==> src/rtl/gpi_debounce_pkg.sv <==
// gpi_debounce_pkg: shared defaults and types for the general-purpose input conditioner.
package gpi_debounce_pkg;
    localparam int GpiWidthDefault    = 20;
    localparam int GpiDebounceDefault = 500000;  // 10 ms at 50 MHz
    localparam int GpiCntWidthDefault = 20;
    typedef logic [GpiWidthDefault-1:0] gpi_vec_t;
endpackage

==> src/rtl/gpi_debounce_chan.sv <==
// gpi_debounce_chan: one input channel - synchroniser, bounce filter and edge pulses.
module gpi_debounce_chan
    import gpi_debounce_pkg::*;
#(
    parameter int SyncStages     = 2,
    parameter int DebounceCycles = GpiDebounceDefault,
    parameter int CntWidth       = GpiCntWidthDefault
) (
    input  logic clk_sys_i,
    input  logic rst_sys_ni,
    input  logic raw_i,
    output logic gp_o,
    output logic rise_o,
    output logic fall_o
);
    localparam logic [CntWidth-1:0] CntMax = CntWidth'(DebounceCycles - 1);
    logic [SyncStages-1:0] sync_q, sync_d;
    logic [CntWidth-1:0] cnt_q, cnt_d;
    logic stable_q, stable_d, rise_q, rise_d, fall_q, fall_d;
    logic sync, accept;
    assign sync   = sync_q[SyncStages-1];
    assign accept = (sync != stable_q) && (cnt_q == CntMax);
    // Any return to the stable level restarts the count, so bounce never accumulates.
    always_comb begin
        sync_d   = {sync_q[SyncStages-2:0], raw_i};
        cnt_d    = (sync == stable_q || accept) ? '0 : cnt_q + 1'b1;
        stable_d = accept ? sync : stable_q;
        rise_d   = accept & sync;
        fall_d   = accept & ~sync;
    end
    always_ff @(posedge clk_sys_i or negedge rst_sys_ni) begin
        if (!rst_sys_ni) begin
            sync_q   <= '0;
            cnt_q    <= '0;
            stable_q <= 1'b0;
            rise_q   <= 1'b0;
            fall_q   <= 1'b0;
        end else begin
            sync_q   <= sync_d;
            cnt_q    <= cnt_d;
            stable_q <= stable_d;
            rise_q   <= rise_d;
            fall_q   <= fall_d;
        end
    end
    assign gp_o   = stable_q;
    assign rise_o = rise_q;
    assign fall_o = fall_q;
endmodule

==> src/rtl/gpi_debounce.sv <==
// gpi_debounce: Width-channel pad conditioner for gp_i; define GPI_DEBOUNCE_EVT_EN for
// sticky edge-event bits with a combined interrupt.
module gpi_debounce
    import gpi_debounce_pkg::*;
#(
    parameter int Width          = GpiWidthDefault,
    parameter int SyncStages     = 2,
    parameter int DebounceCycles = GpiDebounceDefault,
    parameter int CntWidth       = GpiCntWidthDefault
) (
    input  logic             clk_sys_i,
    input  logic             rst_sys_ni,
    input  logic [Width-1:0] raw_i,
    output logic [Width-1:0] gp_o,
    output logic [Width-1:0] rise_o,
    output logic [Width-1:0] fall_o
`ifdef GPI_DEBOUNCE_EVT_EN
    ,
    input  logic [Width-1:0] evt_clr_i,
    output logic [Width-1:0] evt_o,
    output logic             irq_o
`endif
);
    for (genvar i = 0; i < Width; i++) begin : g_chan
        gpi_debounce_chan #(
            .SyncStages    (SyncStages),
            .DebounceCycles(DebounceCycles),
            .CntWidth      (CntWidth)
        ) u_chan (
            .clk_sys_i (clk_sys_i),
            .rst_sys_ni(rst_sys_ni),
            .raw_i     (raw_i[i]),
            .gp_o      (gp_o[i]),
            .rise_o    (rise_o[i]),
            .fall_o    (fall_o[i])
        );
    end
`ifdef GPI_DEBOUNCE_EVT_EN
    logic [Width-1:0] evt_q, evt_d;
    // A new edge outranks a clear arriving in the same cycle.
    always_comb begin
        evt_d = rise_o | fall_o | (evt_q & ~evt_clr_i);
    end
    always_ff @(posedge clk_sys_i or negedge rst_sys_ni) begin
        if (!rst_sys_ni) begin
            evt_q <= '0;
        end else begin
            evt_q <= evt_d;
        end
    end
    assign evt_o = evt_q;
    assign irq_o = |evt_q;
`endif
endmodule

==> config.mk <==
export PLATFORM = sky130hd
export DESIGN_NAME = gpi_debounce
export DESIGN_NICKNAME = d
export VERILOG_FILES = /design/src/rtl/gpi_debounce_pkg.sv /design/src/rtl/gpi_debounce_chan.sv /design/src/rtl/gpi_debounce.sv
export SDC_FILE = /design/constraint.sdc
export NUM_CORES = 1
export LEC_CHECK = 0
export ABC_AREA = 1
export BUFFER_PORTS_ARGS = -buffer_cell sky130_fd_sc_hd__clkbuf_2
export CAP_MARGIN = 20
export CORE_AREA = 2 2 244 246
export DETAILED_ROUTE_END_ITERATION = 12
export DIE_AREA = 0 0 246 248
export PLACE_DENSITY = 0.71
export SLEW_MARGIN = 10
export SYNTH_ARGS = -nofsm -noshare
export SYNTH_HDL_FRONTEND = slang
export SYNTH_SLANG_ARGS = --single-unit
==> constraint.sdc <==
create_clock -name clk_sys_i -period 1.8 [get_ports clk_sys_i]
set_input_delay 0.09 -clock clk_sys_i [delete_from_list [all_inputs] [get_ports clk_sys_i]]
set_output_delay 0.09 -clock clk_sys_i [all_outputs]
set_load 0.05 [all_outputs]
==> summary.txt <==
DRT Pass-1 Iters: 5
Worst skew pair latency: 0.61 ns
First-pass GRT wire length: 91.9 mm
Main combinational cell family by area after synthesis: simple AND/OR/NAND/NOR gates
Critical Path Start Type: flip-flop
Post-synthesis simple-gate area fraction: 34.9%
Syn_nets: 3550
Die footprint: 61000 um^2
Area growth, synth to finish: 12.7%
Vert. Die Dim: 248 um
Count leader, synth: nor2_1
Routed vias/inst: 4.75
Ys async rst share: 100%
Synth area leader: dfrtp_1
Multiplexer share of the synthesized area: 0%
Area post-placement: 27700 um^2
Total CTS buffers: 57
Critical Path End Type: flip-flop
Number of flops mapped to enable cells by yosys: 0
Critical path origin: g_chan[18].u_chan.cnt_q[0]
Sequential share of the synthesized area: 47.0%
Mapped Area: 26600 um^2
GRT overflow: 0
Proportion of layout cells with a drive suffix above 1: 8.19%
Peak Freq: 641 MHz
Final setup vio count: 0
Final WL: 51.9 mm
Min cycle time layout: 1.56 ns
Yosys reg bits: 500
Dpl cells: 4308
Fin crit share: 86.7%
Routing usage on met3: 3.09%
Leak: 13.2 nW
Cell variety after synth: 30
Worst Path Required: 2.27 ns
Core area: 58500 um^2
GR Util met1: 24.1%
Least-Margin Pin Slew: 0.382 ns
Synth top area cells: dfrtp_1, nor2_1, nand2_1, xor2_1, nand3_1
Longest Clk Path Bufs: 3
Most used routing layer: met2
Clk_skew: 0.0244 ns
Filler cells: 5629
DP HPWL: 37.1 mm
Clock Pin Slew Worst Setup and Hold Paths: 0.06 ns
Mean post-synth cell area: 7.59 um^2
DR WL/cell: 11.7 um
Post-Place Setup Slack: 0.221 ns
Fin Setup TNS: 0 ns
Gp weighted congestion: 0.900
Nets: 3658
Gate Count Post-Synth: 3508
Final Hold Viols: 0
Postcts setup bufs: 0
Reg-to-Reg Start: g_chan[18].u_chan.cnt_q[0]
Most used DFF post-synth: dfrtp_1
CTS Root Cell: clkbuf_16
CP Cell Sequence: ha_1 -> nand3_1 -> nor2_1 -> nand3_4 -> nand2_4 -> nor2_1
DRC: 0
Vias in the first global route: 20200
Synth warn: 0
ANT cells: 0
CP bufs+invs: 0
Outcome: finished, final reports clean
Vias: 21100
ANT nets after route: 0
PortBufs: 81
GR Util All Layers: 17.6%
Clock Sinks: 500
CTS tree: done
Starting Density: 45.6%
CP Max Fanout: 19
Synth Area in Compound Gates: 2.10%
Final instance count without filler cells: 4438
Overall power: 24.8 mW
Synth top area share: 47.0%
Unrepaired setup endpoints after global routing: no
CP peak stage delay: 0.40 ns
Crit-path slowest cell: dfrtp_1
CP top delay family: simple AND/OR/NAND/NOR gates
Crit path arrival time: 2.03 ns
Placement row count: 89
Top post-synthesis cells by count: nor2_1, nand2_1, dfrtp_1
CP Class: reg -> reg
Largest net degree at the start of global routing: 58
Starting DRT DRC Count: 1352
Initial antenna violation count: 1
Max-cap violations: 0
Adder-cell area share of the yosys netlist: 0.940%
Met2 usage in global routing: 29.1%
H-tree depth: 2
Xor/xnor share of the synthesized area: 7.30%
Most Frequent Cell on Critical Path: nor2_1
PwrDens: 827 nW/um^2
Pins Over Slew Limit: 0
I/O Pins: 82
Horiz. Die Dim: 246 um
Max-slew headroom: 74.5%
Design area: 30000 um^2
Setup ws final: 0.240 ns
Peak VDD IR: 0.945 mV
Worst min-delay path class: in -> async
==> state kept, by name, summed over array words and instances, names as in the netlist <==
register / cells
g_chan.u_chan.cnt_q: 400
g_chan.u_chan.gp_o: 20
g_chan.u_chan.rise_o: 20
g_chan.u_chan.sync_q: 40
g_chan.u_chan.fall_o: 20
==> final timing paths <==
check                                         endpoint  slack [ns]  cells past startpoint
min in group clk_sys_i      g_chan[9].u_chan.sync_q[0]        0.13                      2
max                        g_chan[18].u_chan.cnt_q[15]        0.24                      6
min reg2reg                 g_chan[7].u_chan.sync_q[1]        0.34                      0
max reg2reg                g_chan[18].u_chan.cnt_q[15]        0.24                      6
max in group asynchronous    g_chan[9].u_chan.cnt_q[4]        1.23                      4
min                         g_chan[14].u_chan.cnt_q[3]        0.12                      3
==> cells in the final DEF, fill, tap and decap left out, types with 2 or more instances in the layout <==
cell type	Yosys	routed
dfrtp_1	500	500
nor2_2	42	43
nor2_1	933	932
nand3_1	300	300
inv_6	0	2
nor2_4	2	2
nand2_1	810	810
nand3_4	5	5
nand4_1	47	47
clkbuf_8	0	13
o21bai_1	21	21
nand2_2	3	3
buf_4	64	16
nand3b_1	7	7
clkinvlp_4	0	3
or2_2	3	3
bufinv_16	0	9
inv_1	362	362
clkbuf_2	0	80
o21ai_0	47	47
xnor2_1	49	49
o22ai_1	2	2
clkbuf_16	0	59
or2_1	2	2
ha_1	20	20
nor3_1	32	32
clkbuf_1	0	6
a21oi_1	31	31
xor2_1	173	173
clkinv_2	0	16
and2_1	2	2
nand2_4	16	16
buf_12	2	15
dlygate4sd3_1	0	21
nand3_2	13	13
==> layer usage <==
layer  part of all wire (%)  wire (um)  vias up
met2                     45      23500      280
met5                  0.025         13        -
met1                     49      25500     9688
met4                    1.9        986        2
li1                       -          -    11000
met3                    3.8       1990       72
==> through the flow <==
stage	utilization [%]	hold slack [ns]
4_1_cts	51.3	0.0753
3_5_place_dp	47.4	0.00239
5_1_grt	51.3	0.100
3_3_place_gp	47.4	0.00403
2_1_floorplan	-	-0.206
6_report	51.3	0.123
==> report_power, final <==
group | leakage [nW] | internal (mW) | switching, mW
Clock | 1.03 | 7.79 | 4.69
Sequential | 6.84 | 11.4 | 0.142
Combinational | 5.33 | 0.282 | 0.523
Total | 13.2 | 19.5 | 5.36
==> cell type report <==
| cell class | instances | area (um^2) | area share, % |
|---|---|---|---|
| tap | 773 | 967 | 3.22 |
| clock buffer | 78 | 1680 | 5.59 |
| timing repair buffer | 133 | 1050 | 3.48 |
| clock inverter | 30 | 390 | 1.30 |
| inverter | 363 | 1360 | 4.54 |
| multi-input combinational | 2561 | 12100 | 40.2 |
| sequential | 500 | 12500 | 41.7 |
==> timing repair <==
item | 4_1_cts | 5_1_grt
gates resized for setup | 0 | 1
hold buffers | 22 | 0
hold endpoints to repair | 520 | 0
endpoints found under the setup margin | 0 | 1
==> cell families (layout without fill, tap and decap cells) <==
family	Yosys count	in the layout
AOI/OAI and AO/OA	101	101
xor gates and xnor gates	222	222
adders and majority gates	20	20
buffers and inverters	447	604
DFF	500	500
and+or+nand+nor	2218	2218
==> tightest hold or removal path, delay by kind of cell <==
kind	cells	cell delay, ns
buffers and inverters	3	0.99
Note: power is estimated with default switching activity, not from simulation.
